--- src/rtl/sync_rr_arbiter_if.sv ---
// Handshake bundle between asynchronous requesters and the round-robin arbiter.
// master = requester/resource side, slave = arbiter side.
interface sync_rr_arbiter_if #(
   parameter int N_REQ = 4,
   parameter int ID_W  = $clog2(N_REQ)
);
   logic [N_REQ-1:0] req_async;
   logic             done;
   logic [N_REQ-1:0] grant;
   logic             grant_valid;
   logic [ID_W-1:0]  grant_id;
   logic             timeout_pulse;

   modport master (
      output req_async, done,
      input  grant, grant_valid, grant_id, timeout_pulse
   );

   modport slave (
      input  req_async, done,
      output grant, grant_valid, grant_id, timeout_pulse
   );
endinterface

--- src/rtl/sync_rr_arbiter.sv ---
// Round-robin arbiter for asynchronous request lines: synchronize, edge-detect, latch, grant.
// Define SYNC_RR_ARB_TIMEOUT_EN to build the MAX_HOLD grant timeout.
module sync_rr_arbiter #(
   parameter int N_REQ       = 4,
   parameter int SYNC_STAGES = 2,
   parameter int MAX_HOLD    = 16,
   parameter int ID_W        = $clog2(N_REQ)
) (
   input  logic clk,
   input  logic reset_n,
   sync_rr_arbiter_if.slave bus
);

   if (N_REQ < 2 || N_REQ > 16 || SYNC_STAGES < 2 || MAX_HOLD < 2) begin : g_bad_param
      $error("sync_rr_arbiter: parameter out of range");
   end

   typedef enum logic [1:0] {IDLE, GRANT, RELEASE} state_e;

   state_e                              state_q, state_d;
   logic [SYNC_STAGES-1:0][N_REQ-1:0]   sync_q, sync_d;
   logic [N_REQ-1:0]                    hist_q, hist_d;
   logic [N_REQ-1:0]                    pending_q, pending_d;
   logic [N_REQ-1:0]                    grant_q, grant_d;
   logic [ID_W-1:0]                     grant_id_q, grant_id_d;
   logic [ID_W-1:0]                     last_id_q, last_id_d;
   logic [N_REQ-1:0]                    rise, clr;
   logic [ID_W-1:0]                     hi_id, lo_id, sel_id;
   logic                                hi_found, lo_found;

`ifdef SYNC_RR_ARB_TIMEOUT_EN
   localparam int CNT_W = $clog2(MAX_HOLD);
   logic [CNT_W-1:0] cnt_q, cnt_d;
   logic             timeout_q, timeout_d;
`endif

   always_comb begin
      sync_d[0] = bus.req_async;
      for (int s = 1; s < SYNC_STAGES; s++) sync_d[s] = sync_q[s-1];
      hist_d = sync_q[SYNC_STAGES-1];
      rise   = sync_q[SYNC_STAGES-1] & ~hist_q;
   end

   // Lowest pending index above last_id wins; otherwise wrap to the lowest at or below it.
   always_comb begin
      hi_found = 1'b0;
      lo_found = 1'b0;
      hi_id    = '0;
      lo_id    = '0;
      for (int i = N_REQ-1; i >= 0; i--) begin
         if (pending_q[i]) begin
            if (ID_W'(i) > last_id_q) begin
               hi_found = 1'b1;
               hi_id    = ID_W'(i);
            end else begin
               lo_found = 1'b1;
               lo_id    = ID_W'(i);
            end
         end
      end
      sel_id = hi_found ? hi_id : lo_id;
   end

   always_comb begin
      state_d    = state_q;
      grant_d    = grant_q;
      grant_id_d = grant_id_q;
      last_id_d  = last_id_q;
      clr        = '0;
`ifdef SYNC_RR_ARB_TIMEOUT_EN
      cnt_d      = cnt_q;
      timeout_d  = 1'b0;
`endif
      case (state_q)
         IDLE: begin
            if (hi_found || lo_found) begin
               state_d    = GRANT;
               grant_d    = N_REQ'(1) << sel_id;
               grant_id_d = sel_id;
               clr        = N_REQ'(1) << sel_id;
`ifdef SYNC_RR_ARB_TIMEOUT_EN
               cnt_d      = '0;
`endif
            end
         end
         GRANT: begin
`ifdef SYNC_RR_ARB_TIMEOUT_EN
            cnt_d = cnt_q + 1'b1;
`endif
            if (bus.done) begin
               state_d    = RELEASE;
               grant_d    = '0;
               grant_id_d = '0;
               last_id_d  = grant_id_q;
`ifdef SYNC_RR_ARB_TIMEOUT_EN
            end else if (cnt_q == CNT_W'(MAX_HOLD-1)) begin
               state_d    = RELEASE;
               grant_d    = '0;
               grant_id_d = '0;
               last_id_d  = grant_id_q;
               timeout_d  = 1'b1;
`endif
            end
         end
         RELEASE: state_d = IDLE;
         default: state_d = IDLE;
      endcase
      // A new edge landing on the clear cycle re-queues the request.
      pending_d = (pending_q & ~clr) | rise;
   end

   always_ff @(posedge clk or negedge reset_n) begin
      if (!reset_n) begin
         state_q    <= IDLE;
         sync_q     <= '0;
         hist_q     <= '0;
         pending_q  <= '0;
         grant_q    <= '0;
         grant_id_q <= '0;
         last_id_q  <= ID_W'(N_REQ-1);
`ifdef SYNC_RR_ARB_TIMEOUT_EN
         cnt_q      <= '0;
         timeout_q  <= 1'b0;
`endif
      end else begin
         state_q    <= state_d;
         sync_q     <= sync_d;
         hist_q     <= hist_d;
         pending_q  <= pending_d;
         grant_q    <= grant_d;
         grant_id_q <= grant_id_d;
         last_id_q  <= last_id_d;
`ifdef SYNC_RR_ARB_TIMEOUT_EN
         cnt_q      <= cnt_d;
         timeout_q  <= timeout_d;
`endif
      end
   end

   assign bus.grant       = grant_q;
   assign bus.grant_valid = |grant_q;
   assign bus.grant_id    = grant_id_q;
`ifdef SYNC_RR_ARB_TIMEOUT_EN
   assign bus.timeout_pulse = timeout_q;
`else
   assign bus.timeout_pulse = 1'b0;
`endif

endmodule

--- src/flat_wrapper.sv ---
// flat-port wrapper written by rule: the top's interface ports become plain ports
module sync_rr_arbiter_flat 
#(
   parameter int N_REQ       = 4,
   parameter int SYNC_STAGES = 2,
   parameter int MAX_HOLD    = 16,
   parameter int ID_W        = $clog2(N_REQ)
)
  (clk, reset_n, bus_req_async, bus_done, bus_grant, bus_grant_valid, bus_grant_id, bus_timeout_pulse);
  sync_rr_arbiter_if #(.N_REQ(N_REQ), .ID_W(ID_W)) bus_i ();
  input  logic clk;
  input  logic reset_n;
  input wire logic [$bits(bus_i.req_async)-1:0] bus_req_async;
  input wire logic [$bits(bus_i.done)-1:0] bus_done;
  output wire logic [$bits(bus_i.grant)-1:0] bus_grant;
  output wire logic [$bits(bus_i.grant_valid)-1:0] bus_grant_valid;
  output wire logic [$bits(bus_i.grant_id)-1:0] bus_grant_id;
  output wire logic [$bits(bus_i.timeout_pulse)-1:0] bus_timeout_pulse;
  assign bus_i.req_async = bus_req_async;
  assign bus_i.done = bus_done;
  assign bus_grant = bus_i.grant;
  assign bus_grant_valid = bus_i.grant_valid;
  assign bus_grant_id = bus_i.grant_id;
  assign bus_timeout_pulse = bus_i.timeout_pulse;
  sync_rr_arbiter #(.N_REQ(N_REQ), .SYNC_STAGES(SYNC_STAGES), .MAX_HOLD(MAX_HOLD), .ID_W(ID_W)) u_core (.clk(clk), .reset_n(reset_n), .bus(bus_i));
endmodule
--- config.mk ---
export PLATFORM = sky130hd
export DESIGN_NAME = sync_rr_arbiter_flat
export DESIGN_NICKNAME = d
export VERILOG_FILES = /design/src/rtl/sync_rr_arbiter_if.sv /design/src/rtl/sync_rr_arbiter.sv /design/src/flat_wrapper.sv
export SDC_FILE = /design/constraint.sdc
export NUM_CORES = 1
export LEC_CHECK = 0
export ABC_AREA = 1
export CORE_ASPECT_RATIO = 0.6
export CORE_MARGIN = 4
export CORE_UTILIZATION = 35
export CTS_BUF_LIST = sky130_fd_sc_hd__clkbuf_4
export CTS_CLUSTER_SIZE = 12
export DETAILED_ROUTE_END_ITERATION = 8
export GPL_ROUTABILITY_DRIVEN = 0
export PLACE_DENSITY = 0.57
export SLEW_MARGIN = 20
export SYNTH_ARGS = -nofsm -noshare
export SYNTH_HDL_FRONTEND = slang
export SYNTH_SLANG_ARGS = --single-unit
export TNS_END_PERCENT = 10
--- constraint.sdc ---
create_clock -name clk -period 1.8 [get_ports clk]
set_input_delay 0.36 -clock clk [delete_from_list [all_inputs] [get_ports clk]]
set_output_delay 0.36 -clock clk [all_outputs]
set_load 0.05 [all_outputs]
==> flow_summary_export.csv, run 1 <==
group,metric,value,unit
run_status,status,"complete, no violations",
yosys,postSynthCellCount,105,
timing,hold_viol,0,
power,totalPowerFinal,0.00235,W
cts,cts_tree,"built",
power,vdd_drop_max,0.722,mV
timing,finalSetupTns,0,ns
power,power.leakage,0.630,nW
detailed_routing,drcViolationCount,0,
cts,cts.sinks,26,
global_routing,track_usage,0.101,
timing,grt_setup_unrepaired,"no",
yosys,netlist_area,1050,um^2
floorplan,die_h,50.3,um
cts,cts_root_buf,"clkbuf_4",
power,power_switching_share,0.441,
timing,hold_ws,0.367,ns
timing,drv_slew,0,
detailed_routing,dr.pass1.iters,4,
power,power.switching,0.00104,W
critical_path,endpoint_kind,"output port",
detailed_routing,drt-total-wl,1.75,mm
timing,finalClockSkew,0.00735,ns
placement,detailed_place_hpwl,1.32,mm
critical_path,cp_num_cells,3,
global_routing,gr-total-overflow,0,
power,seqPwrFrac,0.370,
critical_path,max_stage_delay,0.42,ns
critical_path,slowest_stage,"dfrtp_1",
final_layout,final_nets,130,
floorplan,dieArea,3960,um^2
power,clkPwrFrac,0.170,
yosys,syn_nets,112,
hold_path,worstHoldPathType,"in -> async",
timing,finalSetupViolations,0,
floorplan,core.rowCount,15,
yosys,seq_area_frac_synth,0.624,
detailed_routing,num_vias,690,
critical_path,worst-path-buf-inv,1,
yosys,yosys-top-cells-area,"dfrtp_1 57%, nand2_1 9.0%, dfstp_2 5.0%",
final_layout,syn_to_final_growth,20.8,%
power,power_frac_comb,0.460,
final_layout,multi_input_area,322,um^2
global_routing,first_global_vias,625,
yosys,synth_cell_types,20,
floorplan,core,2870,um^2
critical_path,path_class,"reg -> out",
final_layout,fill_cells,283,
yosys,synth_area_leader_cell,"dfrtp_1",
power,p_per_area,1860,nW/um^2
yosys,yosysTopAreaCellShare,0.574,
global_routing,grt_max_degree,27,
global_routing,grt_pass1_wl,2.99,mm
job,maxCapViolations,0,
critical_path,cp_top_family,"flip-flops",
critical_path,reg2reg_depth,9,
final_layout,drive_gt1_frac,0.270,
timing,period_needed,1.55,ns
floorplan,die_x,78.6,um
detailed_routing,antenna_left,0,
timing,max_freq,646,MHz
yosys,yosysWarningCount,0,
critical_path,worstSetupStartpointType,"flip-flop",
cts,post_cts_buffers,0,
cts,clk_pin_slew,0.14,ns
critical_path,crit_arrival,1.19,ns
detailed_routing,viasPerCell,4.21,
power,intPower,0.00131,W
floorplan,ios,15,
critical_path,worstPathRequired,1.44,ns
cts,postCtsResizedCells,0,
global_routing,antenna_found_initial,0,
critical_path,worstPathCellList,"nor2_1, nand3_1, buf_4",
cts,cts_made_buffers,3,
final_layout,final_cell_mix,"25 x nand2_1, 24 x dfrtp_1, 14 x inv_1, 8 x buf_4",
detailed_routing,wire_per_inst,10.7,um
critical_path,crit_fanout,3,
cts,htree_levels,1,
timing,period_share,0.860,
final_layout,insertedDiodeCount,0,
cts,insertion_delay,0.32,ns
yosys,syn_area_per_cell,9.96,um^2
yosys,ys_ff_latch,26,
final_layout,regArea,653,um^2
detailed_routing,first_iter_violations,18,
floorplan,floorplan.initialDensity,0.364,
placement,io_buffers,13,
final_layout,final_common_cell,"nand2_1",
cts,cts.path.max_buffers,2,
cts,hold_buffers,0,
## worst register-to-register path: stages (launching register included)
cell and delay (ns):
dfstp_2 0.62, nand3_1 0.08, nand2_1 0.10, nand3_1 0.07, nand2_1 0.08, nand2_2 0.08
nor2_2 0.16, nand2_2 0.09, nand2_1 0.06, nand2_1 0.05
## final timing paths
path	slack [ns]	endpoint	startpoint
min in group clk	0.37	u_core.hist_d[0]	u_core.sync_d[4]
setup reg to reg	0.31	u_core.pending_q[3]	u_core.last_id_q[1]
hold / removal	0.37	u_core.state_q[0]	reset_n
max in group asynchronous	1.12	u_core.last_id_q[1]	reset_n
hold reg to reg	0.37	u_core.hist_d[0]	u_core.sync_d[4]
setup / recovery	0.25	bus_grant_valid	u_core.bus.grant[1]
## metal layers
layer / routed length (um) / up-vias / global-route usage
li1: - / 353 / -
met1: 965 / 324 / 0.152
met4: 6 / 0 / 0.0174
met2: 686 / 11 / 0.132
met5: 0 / - / 0
met3: 90 / 2 / 0.0448
## layout make-up
type / count / area share
repair buffers: 14 / 0.0950
clock buffers: 3 / 0.0178
multi-input cells: 61 / 0.254
clock inverters: 1 / 0.0238
flip-flops and latches: 26 / 0.517
inverters: 17 / 0.0505
well taps: 42 / 0.0416
## power by group through the flow
stage	registers, W	logic [W]	clock network [W]
after CTS	0.000870	0.00109	0.000412
after detailed placement	0.000882	0.00109	0
final	0.000869	0.00108	0.000401
after global routing	0.000891	0.00119	0.000437
after floorplan	0.00104	0.000643	0
after global placement	0.000869	0.00109	0
## registers in the layout, indices dropped and copies added, names as in the netlist
name and flops:
u_core.bus.grant 4, u_core.bus.grant_id 2, u_core.hist_d 4, u_core.hist_q 4, u_core.last_id_q 2, u_core.pending_q 4
u_core.state_q 2, u_core.sync_d 4
## synth_stat cells
library cell	instances
nand2_1	25
o21ai_2	2
nor3_2	1
inv_2	3
conb_1	1
nand2_2	6
dfstp_2	2
o21bai_2	2
o21ai_1	4
nor2_1	6
nand3_1	6
dfrtp_1	24
or2_1	1
nand4_1	1
nor2_2	2
buf_4	1
inv_1	14
nand2_4	1
o31ai_1	1
nand3_2	2
## stage by stage
stage | instance area [um^2] | util | worst slack [ns] | instances
5_1_grt | 1260 | 0.440 | 0.119 | 164
6_report | 1260 | 0.440 | 0.253 | 164
3_3_place_gp | 1210 | 0.422 | 0.336 | 160
4_1_cts | 1260 | 0.440 | 0.256 | 164
2_1_floorplan | 1050 | - | 0.282 | 105
3_5_place_dp | 1210 | 0.422 | 0.317 | 160
## logic make-up after synthesis
kind of cell / share of synthesized area
AOI/OAI and AO/OA: 0.0646
DFF: 0.624
buffers and inverters: 0.0682
other: 0.00359
and+or+nand+nor: 0.239
Note: power is estimated with default switching activity, not from simulation.
==> run 2: changes to the inputs <==
--- a/config.mk
+++ b/config.mk
@@ -13,6 +13,7 @@
 export CTS_CLUSTER_SIZE = 12
 export DETAILED_ROUTE_END_ITERATION = 8
 export GPL_ROUTABILITY_DRIVEN = 0
+export MAX_ROUTING_LAYER = met4
 export PLACE_DENSITY = 0.57
 export SLEW_MARGIN = 20
 export SYNTH_ARGS = -nofsm -noshare
==> run 2 against run 1 <==
Global-route usage increased by 0.28 points. Clock power is essentially flat. Sequential cell count is the same. Largest power group unchanged. First-iteration DRC count unchanged.
==> flow_summary_export.csv, run 2 (synthesis results as in run 1) <==
group,metric,value,unit
placement,place_inst,160,
critical_path,slowest_stage,"dfrtp_1",
final_layout,syn_to_final_growth,20.8,%
cts,cts_made_buffers,3,
job,maxCapViolations,0,
cts,postCtsResizedCells,0,
floorplan,floorplan.initialDensity,0.364,
timing,max_freq,646,MHz
cts,htree_levels,1,
critical_path,worstPathCellList,"nor2_1, nand3_1, buf_4",
timing,period_needed,1.55,ns
detailed_routing,first_iter_violations,18,
global_routing,first_global_vias,626,
critical_path,crit_arrival,1.19,ns
final_layout,final_cell_mix,"25 x nand2_1, 24 x dfrtp_1, 14 x inv_1, 8 x buf_4",
critical_path,path_class,"reg -> out",
final_layout,fill_cells,283,
floorplan,core.rowCount,15,
timing,finalClockSkew,0.00745,ns
detailed_routing,drt-total-wl,1.75,mm
final_layout,final_nets,130,
power,power.leakage,0.630,nW
floorplan,dieArea,3960,um^2
cts,post_cts_buffers,0,
floorplan,ios,15,
timing,drv_slew,0,
power,power.switching,0.00104,W
cts,cts_root_buf,"clkbuf_4",
power,intPower,0.00131,W
timing,hold_ws,0.367,ns
global_routing,grt_pass1_wl,2.99,mm
power,clkPwrFrac,0.170,
final_layout,fin_cells,164,
final_layout,insertedDiodeCount,0,
placement,io_buffers,13,
final_layout,drive_gt1_frac,0.270,
detailed_routing,wire_per_inst,10.7,um
final_layout,final_common_cell,"nand2_1",
power,power_switching_share,0.441,
detailed_routing,dr.pass1.iters,4,
critical_path,worstPathRequired,1.44,ns
detailed_routing,antenna_left,0,
critical_path,endpoint_kind,"output port",
global_routing,antenna_found_initial,0,
timing,period_share,0.860,
floorplan,die_x,78.6,um
timing,hold_viol,0,
timing,finalWorstSetupSlack,0.253,ns
critical_path,max_stage_delay,0.42,ns
floorplan,die_h,50.3,um
critical_path,worstSetupStartpointType,"flip-flop",
cts,hold_buffers,0,
detailed_routing,viasPerCell,4.19,
detailed_routing,drcViolationCount,0,
global_routing,track_usage,0.104,
hold_path,worstHoldPathType,"in -> async",
power,seqPwrFrac,0.370,
timing,grt_setup_unrepaired,"no",
power,vdd_drop_max,0.722,mV
cts,cts.path.max_buffers,2,
critical_path,worst-path-buf-inv,1,
critical_path,cp_top_family,"flip-flops",
global_routing,grt_max_degree,27,
placement,detailed_place_hpwl,1.32,mm
timing,finalSetupViolations,0,
global_routing,gr-total-overflow,0,
power,power_frac_comb,0.460,
cts,insertion_delay,0.32,ns
cts,clk_pin_slew,0.14,ns
detailed_routing,num_vias,687,
floorplan,core,2870,um^2
timing,finalSetupTns,0,ns
power,p_per_area,1860,nW/um^2
cts,cts.sinks,26,
cts,cts_tree,"built",
critical_path,crit_fanout,3,
placement,place_ws,0.317,ns
run_status,status,"complete, no violations",
[run 2: cell counts in the layout (fill, tap and decap cells not counted)]
No cell type changed its count.
[run 2: final timing paths]
check | cells past startpoint | start | endpoint | slack (ns)
min reg2reg | 0 | u_core.sync_d[4] | u_core.hist_d[0] | 0.37
max reg2reg | 9 | u_core.last_id_q[1] | u_core.pending_q[3] | 0.31
min in group clk | 0 | u_core.sync_d[4] | u_core.hist_d[0] | 0.37
max in group asynchronous | 2 | reset_n | u_core.last_id_q[1] | 1.12
min | 2 | reset_n | u_core.state_q[0] | 0.37
max | 3 | u_core.bus.grant[1] | bus_grant_valid | 0.25
[run 2: power groups by stage]
stage	clock network (W)	logic, W	registers (W)
finish	0.000401	0.00108	0.000869
global route	0.000437	0.00119	0.000891
floorplan	0	0.000643	0.00104
global placement	0	0.00109	0.000869
detailed placement	0	0.00109	0.000882
CTS	0.000412	0.00109	0.000870
[run 2: metrics by stage]
step / power, W / utilization / instance area [um^2]
2_1_floorplan: 0.00169 / - / 1050
3_3_place_gp: 0.00196 / 0.422 / 1210
3_5_place_dp: 0.00197 / 0.422 / 1210
4_1_cts: 0.00237 / 0.440 / 1260
5_1_grt: 0.00252 / 0.440 / 1260
6_report: 0.00235 / 0.440 / 1260
[run 2: routing by layer]
metal,vias to the layer above,part of all wire,global-route usage
met5,-,0,-
met3,0,0.051,0.0430
met1,323,0.55,0.153
met2,11,0.40,0.132
li1,353,-,-
met4,0,0,0.0174
[run 2: final cells by class]
class	instances	area [um^2]	area share
flip-flops and latches	26	653	0.517
multi-input cells	61	322	0.254
inverters	17	63.8	0.0505
clock buffers	3	22.5	0.0178
well taps	42	52.6	0.0416
clock inverters	1	30.0	0.0238
repair buffers	14	120	0.0950
==> run 3: changes to the inputs <==
--- a/config.mk
+++ b/config.mk
@@ -12,9 +12,10 @@
 export CTS_BUF_LIST = sky130_fd_sc_hd__clkbuf_4
 export CTS_CLUSTER_SIZE = 12
 export DETAILED_ROUTE_END_ITERATION = 8
+export DONT_BUFFER_PORTS = 1
 export GPL_ROUTABILITY_DRIVEN = 0
 export MAX_ROUTING_LAYER = met4
-export PLACE_DENSITY = 0.57
+export PLACE_DENSITY = 0.51
 export SLEW_MARGIN = 20
 export SYNTH_ARGS = -nofsm -noshare
 export SYNTH_HDL_FRONTEND = slang
==> run 3 against run 2 <==
Highest routed layer is now met4. Largest cell class unchanged. Non-clock buffer count fell by 7. Worst setup slack gained 0.051 ns. Utilization is 1.8 points lower. Count of clock-buffer cells in the layout did not move. Sequential power up 8.5%. Power shrank 2.0%.
==> flow_summary_export.csv, run 3 (synthesis results as in run 1) <==
group,metric,value,unit
detailed_routing,num_vias,663,
final_layout,syn_to_final_growth,15.8,%
floorplan,ios,15,
timing,finalClockSkew,0.00407,ns
detailed_routing,drcViolationCount,0,
timing,grt_setup_unrepaired,"no",
hold_path,worstHoldPathType,"in -> reg",
final_layout,insertedDiodeCount,0,
global_routing,antenna_found_initial,0,
final_layout,final_cell_mix,"25 x nand2_1, 24 x dfrtp_1, 14 x inv_1",
detailed_routing,wire_per_inst,11.6,um
detailed_routing,drt-total-wl,1.82,mm
cts,htree_levels,1,
final_layout,fill_cells,288,
timing,slew_headroom,0.663,
floorplan,die_h,50.3,um
final_layout,drive_gt1_frac,0.270,
final_layout,fin_util,0.422,
critical_path,endpoint_kind,"flip-flop",
detailed_routing,first_iter_violations,22,
cts,cts_root_buf,"clkbuf_4",
final_layout,fin_cells,157,
floorplan,core.rowCount,15,
critical_path,worstPathRequired,2.02,ns
placement,place_ws,0.307,ns
cts,cts.path.max_buffers,2,
placement,io_buffers,0,
floorplan,die_x,78.6,um
global_routing,track_usage,0.109,
final_layout,final_common_cell,"nand2_1",
cts,insertion_delay,0.32,ns
critical_path,crit_arrival,1.72,ns
detailed_routing,viasPerCell,4.22,
cts,cts.sinks,26,
critical_path,worstSetupStartpointType,"flip-flop",
power,power.leakage,0.606,nW
global_routing,gr-total-overflow,0,
timing,drv_slew,0,
global_routing,grt_pass1_wl,3.17,mm
timing,hold_ws,0.0508,ns
power,p_per_area,1900,nW/um^2
critical_path,crit_fanout,8,
floorplan,core,2870,um^2
critical_path,slowest_stage,"dfstp_2",
timing,finalWorstSetupSlack,0.303,ns
timing,hold_viol,0,
critical_path,path_class,"reg -> reg",
final_layout,final_nets,123,
critical_path,cpMostUsedCell,"nand2_1",
timing,max_freq,668,MHz
cts,post_cts_buffers,0,
power,vdd_drop_max,0.809,mV
timing,worst_pin_slew,0.505,ns
placement,place_inst,151,
critical_path,worstPathCellList,"nand2_1, nand2_1, o21ai_1, nor2_2, nand2_1, nand2_2, nor2_2, o21bai_2",
critical_path,max_stage_delay,0.62,ns
floorplan,dieArea,3960,um^2
floorplan,floorplan.initialDensity,0.364,
timing,finalSetupViolations,0,
timing,period_share,0.832,
cts,clk_pin_slew,0.14,ns
detailed_routing,antenna_left,0,
timing,finalSetupTns,0,ns
detailed_routing,dr.pass1.iters,4,
run_status,status,"complete, no violations",
job,maxCapViolations,0,
cts,cts_made_buffers,3,
global_routing,grt_max_degree,27,
global_routing,first_global_vias,694,
cts,cts_tree,"built",
placement,detailed_place_hpwl,1.37,mm
timing,period_needed,1.50,ns
==> run 3: cell types whose count changed in the layout (fill, tap and decap cells not counted), sizes merged <==
cell / delta
dlygate4sd3: +1
clkdlybuf4s50: -6
buf: -2
==> run 3: cell type report <==
cell class              count  area [um^2]  area share
clock inverters             1         30.0      0.0248
inverters                  17         63.8      0.0527
repair buffers              7         67.6      0.0558
flip-flops and latches     26          653       0.539
multi-input cells          61          322       0.265
well taps                  42         52.6      0.0434
clock buffers               3         22.5      0.0186
==> run 3: worst paths after layout <==
kind | end | start | cells past startpoint | slack (ns)
setup / recovery | u_core.bus.grant_id[1] | u_core.last_id_q[1] | 8 | 0.30
hold / removal | u_core.sync_d[4] | bus_req_async[0] | 0 | 0.05
setup reg to reg | u_core.bus.grant_id[1] | u_core.last_id_q[1] | 8 | 0.30
hold reg to reg | u_core.hist_d[0] | u_core.sync_d[4] | 0 | 0.37
max in group asynchronous | u_core.last_id_q[0] | reset_n | 2 | 1.12
min in group asynchronous | u_core.bus.grant_id[0] | reset_n | 2 | 0.46
==> run 3: layer usage <==
layer	vias up	routed length, um	global-route usage
met5	-	0	-
met4	0	20	0.0349
met3	4	84	0.0412
met2	12	723	0.149
met1	311	989	0.150
li1	336	-	-
==> run 3: where the power goes <==
group	total (W)	switching [W]	internal (W)	leakage, nW
clock network	0.000391	0.000166	0.000225	0.0279
registers	0.000943	0.000198	0.000744	0.303
logic	0.000971	0.000662	0.000308	0.274
total	0.00230	0.00103	0.00128	0.606
==> run 3: critical path: cells and delay by family (launching register included) <==
kind	cells	cell delay, ns
flip-flops	1	0.62
AND/OR/NAND/NOR	6	0.53
AO/OA/AOI/OAI	2	0.24
==> run 3: metrics by stage <==
step,instance area (um^2),total power [W]
2_1_floorplan,1050,0.00169
3_3_place_gp,1130,0.00191
3_5_place_dp,1130,0.00192
4_1_cts,1210,0.00234
5_1_grt,1210,0.00249
6_report,1210,0.00230
==> run 3: repair_timing <==
| action | CTS | global route |
|---|---|---|
| resized for setup | 0 | 0 |
| endpoints found under the hold margin | 26 | 0 |
| hold buffers | 2 | 0 |
